### config.mk
export PLATFORM = sky130hd
export DESIGN_NAME = times_table_init_flat
export DESIGN_NICKNAME = d
export VERILOG_FILES = /design/src/rtl/times_table_init_pkg.sv /design/src/rtl/times_table_init_if.sv /design/src/rtl/times_table_init.sv /design/src/flat_wrapper.sv
export SDC_FILE = /design/constraint.sdc
export NUM_CORES = 1
export LEC_CHECK = 0
export ABC_AREA = 1
export CAP_MARGIN = 20
export CORE_ASPECT_RATIO = 1.4
export CORE_MARGIN = 2
export CORE_UTILIZATION = 46
export DETAILED_ROUTE_END_ITERATION = 16
export PLACE_DENSITY = 0.83
export SETUP_SLACK_MARGIN = 0.02
export SLEW_MARGIN = 20
export SYNTH_ARGS = -nofsm -noshare
export SYNTH_HDL_FRONTEND = slang
export SYNTH_SLANG_ARGS = --single-unit
### constraint.sdc
create_clock -name clk -period 4.85 [get_ports clk]
set_clock_uncertainty 0.15 [all_clocks]
set_input_delay 1.2125 -clock clk [delete_from_list [all_inputs] [get_ports clk]]
set_output_delay 1.2125 -clock clk [all_outputs]
set_load 0.02 [all_outputs]
### src/rtl/times_table_init_pkg.sv
// ---------------------------------------------------------------------------
// times_table_init_pkg
// Shared definitions for the times-table memory. The write-side initialiser
// (times_table_init) and the read-side multiplier both use these, so the
// table size, the AXI response code and the product rule stay in one place.
//   TABLE_ENTRIES : number of entries in the 8x8 table
//   AXI_RESP_OKAY : AXI4-lite OKAY response code
//   tt_state_e    : fill sequencer states
//   tt_product    : product of the two 3-bit operands packed into an index
// ---------------------------------------------------------------------------
package times_table_init_pkg;

    localparam int         TABLE_ENTRIES = 64;
    localparam int         INDEX_W       = 6;
    localparam logic [1:0] AXI_RESP_OKAY = 2'b00;

    typedef enum logic [1:0] {
        IDLE  = 2'd0,
        WRITE = 2'd1,
        RESP  = 2'd2,
        DONE  = 2'd3
    } tt_state_e;

    // The index is {a[2:0], b[2:0]}; the product always fits in 6 bits.
    function automatic logic [INDEX_W-1:0] tt_product(input logic [INDEX_W-1:0] index);
        return {3'd0, index[5:3]} * {3'd0, index[2:0]};
    endfunction

endpackage

### src/rtl/times_table_init_if.sv
// ---------------------------------------------------------------------------
// times_table_init_if
// AXI4-lite write-only bus between the times-table initialiser (master) and
// the table memory (slave).
//   awaddr/awvalid/awready : write-address channel
//   wdata/wstrb/wvalid/wready : write-data channel
//   bresp/bvalid/bready    : write-response channel
// ---------------------------------------------------------------------------
interface times_table_init_if;

    logic [31:0] awaddr;
    logic        awvalid;
    logic        awready;
    logic [31:0] wdata;
    logic [3:0]  wstrb;
    logic        wvalid;
    logic        wready;
    logic [1:0]  bresp;
    logic        bvalid;
    logic        bready;

    modport master (
        output awaddr, awvalid,
        input  awready,
        output wdata, wstrb, wvalid,
        input  wready,
        input  bresp, bvalid,
        output bready
    );

    modport slave (
        input  awaddr, awvalid,
        output awready,
        input  wdata, wstrb, wvalid,
        output wready,
        output bresp, bvalid,
        input  bready
    );

endinterface

### src/rtl/times_table_init.sv
// ---------------------------------------------------------------------------
// times_table_init
// Fills the 64-entry times table in an AXI4-lite slave with a*b, one entry
// per AW/W/B transaction, index {a,b} ascending from 0 to 63.
// Parameters:
//   BASE_ADDR  : byte address of entry 0 in the slave
//   AUTO_START : when nonzero, a fill starts on the first clock after reset
// Ports:
//   clk, rst   : rising-edge clock, asynchronous active-high reset
//   start      : one-cycle fill request (ignored while busy)
//   m_axi      : AXI4-lite write master
//   busy       : fill in progress
//   done       : sticky, last entry acknowledged
//   error      : sticky, a non-OKAY response was seen during this fill
// ---------------------------------------------------------------------------
module times_table_init
    import times_table_init_pkg::*;
#(
    parameter logic [31:0] BASE_ADDR  = 32'h0000_0000,
    parameter int          AUTO_START = 1
) (
    input  logic                clk,
    input  logic                rst,
    input  logic                start,
    times_table_init_if.master  m_axi,
    output logic                busy,
    output logic                done,
    output logic                error
);

    localparam logic [INDEX_W-1:0] LAST_INDEX = INDEX_W'(TABLE_ENTRIES - 1);

    tt_state_e          state_q, state_d;
    logic [INDEX_W-1:0] index_q, index_d;
    logic               awvalid_q, awvalid_d;
    logic               wvalid_q, wvalid_d;
    logic               aw_ok_q, aw_ok_d;
    logic               w_ok_q, w_ok_d;
    logic               bready_q, bready_d;
    logic               busy_q, busy_d;
    logic               done_q, done_d;
    logic               error_q, error_d;
    logic [31:0]        awaddr_q, awaddr_d;
    logic [31:0]        wdata_q, wdata_d;
    logic               auto_pending_q;

    logic               fill_req;
    logic               aw_hs;
    logic               w_hs;
    logic               aw_done;
    logic               w_done;

    function automatic logic [31:0] entry_addr(input logic [INDEX_W-1:0] index);
        return BASE_ADDR + {24'd0, index, 2'b00};
    endfunction

    function automatic logic [31:0] entry_data(input logic [INDEX_W-1:0] index);
        return {26'd0, tt_product(index)};
    endfunction

    // The auto-start request is armed by reset and consumed by the first
    // clock after release, so it fires exactly once per reset.
    always_ff @(posedge clk or posedge rst) begin
        if (rst) begin
            auto_pending_q <= (AUTO_START != 0);
        end else begin
            auto_pending_q <= 1'b0;
        end
    end

    // State register of the fill sequencer.
    always_ff @(posedge clk or posedge rst) begin
        if (rst) begin
            state_q <= IDLE;
        end else begin
            state_q <= state_d;
        end
    end

    // Next state and next values of every registered output. AW and W are
    // tracked separately: each valid drops right after its own handshake and
    // the aw_ok/w_ok flags remember which channels are finished, so the two
    // channels may complete in either order before moving to RESP.
    always_comb begin
        state_d   = state_q;
        index_d   = index_q;
        awvalid_d = awvalid_q;
        wvalid_d  = wvalid_q;
        aw_ok_d   = aw_ok_q;
        w_ok_d    = w_ok_q;
        bready_d  = bready_q;
        busy_d    = busy_q;
        done_d    = done_q;
        error_d   = error_q;
        awaddr_d  = awaddr_q;
        wdata_d   = wdata_q;

        fill_req  = start || auto_pending_q;
        aw_hs     = awvalid_q && m_axi.awready;
        w_hs      = wvalid_q && m_axi.wready;
        aw_done   = aw_ok_q || aw_hs;
        w_done    = w_ok_q || w_hs;

        case (state_q)
            IDLE, DONE: begin
                if (fill_req) begin
                    state_d   = WRITE;
                    index_d   = '0;
                    awvalid_d = 1'b1;
                    wvalid_d  = 1'b1;
                    aw_ok_d   = 1'b0;
                    w_ok_d    = 1'b0;
                    busy_d    = 1'b1;
                    done_d    = 1'b0;
                    error_d   = 1'b0;
                    awaddr_d  = entry_addr('0);
                    wdata_d   = entry_data('0);
                end
            end
            WRITE: begin
                if (aw_done && w_done) begin
                    state_d   = RESP;
                    awvalid_d = 1'b0;
                    wvalid_d  = 1'b0;
                    aw_ok_d   = 1'b0;
                    w_ok_d    = 1'b0;
                    bready_d  = 1'b1;
                end else begin
                    awvalid_d = awvalid_q && !aw_hs;
                    wvalid_d  = wvalid_q && !w_hs;
                    aw_ok_d   = aw_done;
                    w_ok_d    = w_done;
                end
            end
            RESP: begin
                if (m_axi.bvalid && bready_q) begin
                    bready_d = 1'b0;
                    if (m_axi.bresp != AXI_RESP_OKAY) begin
                        error_d = 1'b1;
                    end
                    if (index_q == LAST_INDEX) begin
                        state_d = DONE;
                        busy_d  = 1'b0;
                        done_d  = 1'b1;
                    end else begin
                        state_d   = WRITE;
                        index_d   = index_q + 1'b1;
                        awvalid_d = 1'b1;
                        wvalid_d  = 1'b1;
                        awaddr_d  = entry_addr(index_q + 1'b1);
                        wdata_d   = entry_data(index_q + 1'b1);
                    end
                end
            end
            default: begin
                state_d = IDLE;
            end
        endcase
    end

    // Output and datapath registers; reset abandons any fill in flight.
    always_ff @(posedge clk or posedge rst) begin
        if (rst) begin
            index_q   <= '0;
            awvalid_q <= 1'b0;
            wvalid_q  <= 1'b0;
            aw_ok_q   <= 1'b0;
            w_ok_q    <= 1'b0;
            bready_q  <= 1'b0;
            busy_q    <= 1'b0;
            done_q    <= 1'b0;
            error_q   <= 1'b0;
            awaddr_q  <= BASE_ADDR;
            wdata_q   <= '0;
        end else begin
            index_q   <= index_d;
            awvalid_q <= awvalid_d;
            wvalid_q  <= wvalid_d;
            aw_ok_q   <= aw_ok_d;
            w_ok_q    <= w_ok_d;
            bready_q  <= bready_d;
            busy_q    <= busy_d;
            done_q    <= done_d;
            error_q   <= error_d;
            awaddr_q  <= awaddr_d;
            wdata_q   <= wdata_d;
        end
    end

    assign m_axi.awaddr  = awaddr_q;
    assign m_axi.awvalid = awvalid_q;
    assign m_axi.wdata   = wdata_q;
    assign m_axi.wstrb   = 4'hF;
    assign m_axi.wvalid  = wvalid_q;
    assign m_axi.bready  = bready_q;
    assign busy          = busy_q;
    assign done          = done_q;
    assign error         = error_q;

endmodule

### src/flat_wrapper.sv
// flat-port wrapper written by rule: the top's interface ports become plain ports
module times_table_init_flat import times_table_init_pkg::*;
#(
    parameter logic [31:0] BASE_ADDR  = 32'h0000_0000,
    parameter int          AUTO_START = 1
)
  (clk, rst, start, busy, done, error, m_axi_awaddr, m_axi_awvalid, m_axi_awready, m_axi_wdata, m_axi_wstrb, m_axi_wvalid, m_axi_wready, m_axi_bresp, m_axi_bvalid, m_axi_bready);
  times_table_init_if m_axi_i ();
  input  logic clk;
  input  logic rst;
  input  logic start;
  output logic busy;
  output logic done;
  output logic error;
  output wire logic [$bits(m_axi_i.awaddr)-1:0] m_axi_awaddr;
  output wire logic [$bits(m_axi_i.awvalid)-1:0] m_axi_awvalid;
  input wire logic [$bits(m_axi_i.awready)-1:0] m_axi_awready;
  output wire logic [$bits(m_axi_i.wdata)-1:0] m_axi_wdata;
  output wire logic [$bits(m_axi_i.wstrb)-1:0] m_axi_wstrb;
  output wire logic [$bits(m_axi_i.wvalid)-1:0] m_axi_wvalid;
  input wire logic [$bits(m_axi_i.wready)-1:0] m_axi_wready;
  input wire logic [$bits(m_axi_i.bresp)-1:0] m_axi_bresp;
  input wire logic [$bits(m_axi_i.bvalid)-1:0] m_axi_bvalid;
  output wire logic [$bits(m_axi_i.bready)-1:0] m_axi_bready;
  assign m_axi_awaddr = m_axi_i.awaddr;
  assign m_axi_awvalid = m_axi_i.awvalid;
  assign m_axi_i.awready = m_axi_awready;
  assign m_axi_wdata = m_axi_i.wdata;
  assign m_axi_wstrb = m_axi_i.wstrb;
  assign m_axi_wvalid = m_axi_i.wvalid;
  assign m_axi_i.wready = m_axi_wready;
  assign m_axi_i.bresp = m_axi_bresp;
  assign m_axi_i.bvalid = m_axi_bvalid;
  assign m_axi_bready = m_axi_i.bready;
  times_table_init #(.BASE_ADDR(BASE_ADDR), .AUTO_START(AUTO_START)) u_core (.clk(clk), .rst(rst), .start(start), .m_axi(m_axi_i), .busy(busy), .done(done), .error(error));
endmodule
==> impl_metrics.json <==
{
  "routed_length_per_placed_instance_um": 9.90,
  "required_worst_endpoint_ns": 4.86,
  "crit_family": "adder cells",
  "detailed_place.area_um2": 1970,
  "routed_wire_length_um": 3220,
  "critPathLaunchType": "flip-flop",
  "pwr-share-clk": 0.331,
  "clock_tree_from_tritoncts": "yes",
  "comb_power_share": 0.136,
  "later_pin_clock_latency_in_the_skew_report_ns": 0.26,
  "final-max-slew-violation-count": 0,
  "detailedRoute.firstIterationViolations": 40,
  "port_buffers": 25,
  "layout_cell_share_with_drive_strength_beyond_1": 0.0709,
  "die-height_um": 80.1,
  "timing.final.crit_period_ns": 3.02,
  "synthDominantAreaCellType": "sky130_fd_sc_hd__dfrtp_1",
  "post_cts_resize_count": 0,
  "cts_max_path_buffers": 2,
  "antenna_violations_before_repair": 0,
  "leakage_uw": 0.00115,
  "dp_hpwl_um": 2560,
  "share_of_total_power_in_sequential_cells": 0.533,
  "cell_rows": 27,
  "coreArea_um2": 3950,
  "p_sw_frac": 0.290,
  "globalplace.congestion": 0.846,
  "power.switching_uw": 105,
  "drc_errors": 0,
  "die_x_um": 58.4,
  "grt_util_all_layers": 0.146,
  "ant_nets": 0,
  "number_of_global_route_vias_before_repair": 1283,
  "synthesis.area_per_instance_um2": 7.43,
  "crit_path_end_kind": "flip-flop",
  "warnings_synthesis": 0,
  "first_pass_iters": 4,
  "total_cts_buffers": 3,
  "yosys.cell_types.count": 21,
  "grt_max_degree": 24,
  "pin_count": 82,
  "synth_top_cell_area_share": 0.289,
  "fmax_ghz": 0.332,
  "p_per_area_nw_per_um2": 179,
  "max_slew.worst_pin.slew_ns": 0.880,
  "mappedNetlistArea_um2": 1900,
  "timing_worst_setup_path_type": "reg2reg",
  "worstPathBufferInverterCount": 2,
  "cp.arrival_ns": 3.02,
  "internal_power_uw": 256,
  "initial_util": 0.481,
  "dr_total_vias": 1407,
  "min_path_type": "reg2reg",
  "finalInstanceArea_um2": 2010,
  "worst_path_max_delay_cell": "sky130_fd_sc_hd__dfrtp_1",
  "post_cts_buffers": 0,
  "grt_pass1_wl_um": 5430,
  "total_negative_setup_slacks_ns": 0,
  "viasPerCell": 4.33,
  "part_of_the_yosys_area_used_for_sequential_elements": 0.303,
  "finish.net_count": 302,
  "drv.max_cap_violation_count": 0,
  "hold_violations": 0,
  "post_cts_hold_fix_bufs": 0,
  "seqCellArea_um2": 577,
  "fillers": 408,
  "yosys_register_bits": 23,
  "worstPathCellList": "ha_1, nand2_1, o21ai_0, nand2_1, inv_1, nand2_1, fa_1, inv_1, ha_1, fa_1, o21ai_0, a21oi_1, nand3_1, nand2_1",
  "antenna-diode-count": 0,
  "syn-instance-count": 256,
  "synthTopCellsByArea": "sky130_fd_sc_hd__dfrtp_1 (29%), sky130_fd_sc_hd__buf_4 (22%), sky130_fd_sc_hd__nand2_1 (14%), sky130_fd_sc_hd__ha_1 (5.9%), sky130_fd_sc_hd__inv_1 (5.9%)",
  "cpPeakStageDelay_ns": 0.52,
  "finalSetupViolations": 0,
  "clock_tree_root": "sky130_fd_sc_hd__clkbuf_8",
  "global_route.overflow_total": 0,
  "htreeDepth": 1,
  "area.growth.synth_to_final_pct": 5.85,
  "clock_transition_at_the_register_clock_pins_on_the_worst_setup_and_hold_paths_after_cts_ns": 0.08,
  "clock_sinks": 23,
  "outcome": "finished clean",
  "rsz0062_at_grt": "false",
  "critPathMostFrequentCell": "sky130_fd_sc_hd__nand2_1",
  "worst_slew_margin_rel": 0.413,
  "period_share": 0.622,
  "ir_worst_vdd_mv": 0.102,
  "multi_input_combinational_cell_area_um2": 976,
  "crit_path_max_fanout": 9,
  "die_area_um2": 4670
}
## cell type report
type | instances | share of cell area
timing repair buffer | 25 | 0.124
tap | 43 | 0.0267
multi-input combinational | 200 | 0.484
inverter | 30 | 0.0559
sequential | 23 | 0.286
clock buffer | 4 | 0.0224
## per-stage QoR
| stage | setup WS [ns] | hold WS, ns | total power [uW] | std cells | util |
|---|---|---|---|---|---|
| after floorplan | 1.94 | 0.325 | 272 | 311 | - |
| after global placement | 1.99 | 0.315 | 244 | 321 | 0.498 |
| after detailed placement | 1.85 | 0.319 | 245 | 321 | 0.498 |
| after CTS | 1.83 | 0.340 | 366 | 325 | 0.510 |
| after global routing | 1.53 | 0.369 | 376 | 325 | 0.510 |
| final | 1.83 | 0.336 | 361 | 325 | 0.510 |
## power by group through the flow
stage	combinational (uW)	clock [uW]	sequential, uW
after floorplan	75.9	0	196
final	49.0	119	192
after CTS	48.5	125	192
after global placement	48.2	0	196
after global routing	53.4	130	192
after detailed placement	48.5	0	196
## routing by layer
layer / part of all wire / GRT usage / vias to the layer above / wire, um
li1: - / - / 716 / -
met1: 0.39 / 0.165 / 632 / 1250
met2: 0.53 / 0.267 / 53 / 1710
met3: 0.063 / 0.0225 / 6 / 202
met4: 0.015 / 0.0558 / 0 / 47
met5: 0 / 0 / - / 0
## logic make-up (layout without fill, tap and decap cells)
kind of cell / Yosys count / count (layout) / synth area share
other: 2 / 57 / 0.00395
AND/OR/NAND/NOR: 118 / 118 / 0.283
flip-flops: 23 / 23 / 0.303
adder cells (fa/ha/maj): 11 / 11 / 0.0802
AO/OA/AOI/OAI: 14 / 14 / 0.0368
buffers and inverters: 88 / 59 / 0.293
## worst paths after layout
| kind | to | slack (ns) | depth (start not counted) | startpoint |
|---|---|---|---|---|
| setup / recovery | u_core.m_axi.wdata[4]$_DFFE_PP0P_ | 1.83 | 14 | u_core.m_axi.awaddr[2]$_DFFE_PP0P_ |
| hold / removal | u_core.m_axi.wdata[3]$_DFFE_PP0P_ | 0.34 | 2 | u_core.m_axi.wdata[3]$_DFFE_PP0P_ |
| setup reg to reg | u_core.m_axi.wdata[4]$_DFFE_PP0P_ | 1.83 | 14 | u_core.m_axi.awaddr[2]$_DFFE_PP0P_ |
| hold reg to reg | u_core.m_axi.wdata[3]$_DFFE_PP0P_ | 0.34 | 2 | u_core.m_axi.wdata[3]$_DFFE_PP0P_ |
| max in group asynchronous | u_core.m_axi.awaddr[7]$_DFFE_PP0P_ | 2.73 | 2 | rst |
| min in group asynchronous | u_core.m_axi.wvalid$_DFFE_PP0P_ | 1.29 | 2 | rst |
## cell usage after synthesis, drive strengths merged
library cell and n:
nor3 1, inv 30, nand2 84, conb 2, buf 57, o21ai 11
a21oi 3, dfrtp 22, nor2 19, nand4 4, nand3 9, fa 2
clkbuf 1, dfstp 1, ha 9, nand3b 1
## worst reg2reg max path, cell delays in order, from the launching register on
cell                      delay (ns)
sky130_fd_sc_hd__dfrtp_1        0.52
sky130_fd_sc_hd__ha_1           0.23
sky130_fd_sc_hd__nand2_1        0.12
sky130_fd_sc_hd__o21ai_0        0.18
sky130_fd_sc_hd__nand2_1        0.09
sky130_fd_sc_hd__inv_1          0.08
sky130_fd_sc_hd__nand2_1        0.07
sky130_fd_sc_hd__fa_1           0.50
sky130_fd_sc_hd__inv_1          0.04
sky130_fd_sc_hd__ha_1           0.22
sky130_fd_sc_hd__fa_1           0.38
sky130_fd_sc_hd__o21ai_0        0.16
sky130_fd_sc_hd__a21oi_1        0.06
sky130_fd_sc_hd__nand3_1        0.06
sky130_fd_sc_hd__nand2_1        0.06
## state kept, by name (all words and copies together) (netlist names)
name and count:
u_core.aw_ok_q 1, u_core.state_q 2, u_core.m_axi.awvalid 1, u_core.m_axi.bready 1, u_core.error 1, u_core.auto_pending_q 1, u_core.m_axi.wvalid 1, u_core.m_axi.awaddr 6
u_core.w_ok_q 1, u_core.m_axi.wdata 6, u_core.done 1, u_core.busy 1
## placed cells by master (no fill, tap or decap)
master / netlist / layout
sky130_fd_sc_hd__ha_1: 9 / 9
sky130_fd_sc_hd__nand2_2: 11 / 11
sky130_fd_sc_hd__nor3_1: 1 / 1
sky130_fd_sc_hd__nor2_1: 16 / 16
sky130_fd_sc_hd__nand2_1: 72 / 72
sky130_fd_sc_hd__fa_1: 2 / 2
sky130_fd_sc_hd__dfrtp_1: 22 / 22
sky130_fd_sc_hd__conb_1: 2 / 57
sky130_fd_sc_hd__clkdlybuf4s50_1: 0 / 25
sky130_fd_sc_hd__nor2_4: 3 / 3
sky130_fd_sc_hd__nand3b_1: 1 / 1
sky130_fd_sc_hd__nand4_1: 4 / 4
sky130_fd_sc_hd__nand2_4: 1 / 1
sky130_fd_sc_hd__o21ai_0: 11 / 11
sky130_fd_sc_hd__dfstp_2: 1 / 1
sky130_fd_sc_hd__nand3_1: 8 / 8
sky130_fd_sc_hd__inv_1: 30 / 30
sky130_fd_sc_hd__nand3_4: 1 / 1
sky130_fd_sc_hd__a21oi_1: 3 / 3
sky130_fd_sc_hd__clkbuf_1: 1 / 1
sky130_fd_sc_hd__clkbuf_8: 0 / 3
Note: power is estimated with default switching activity, not from simulation.
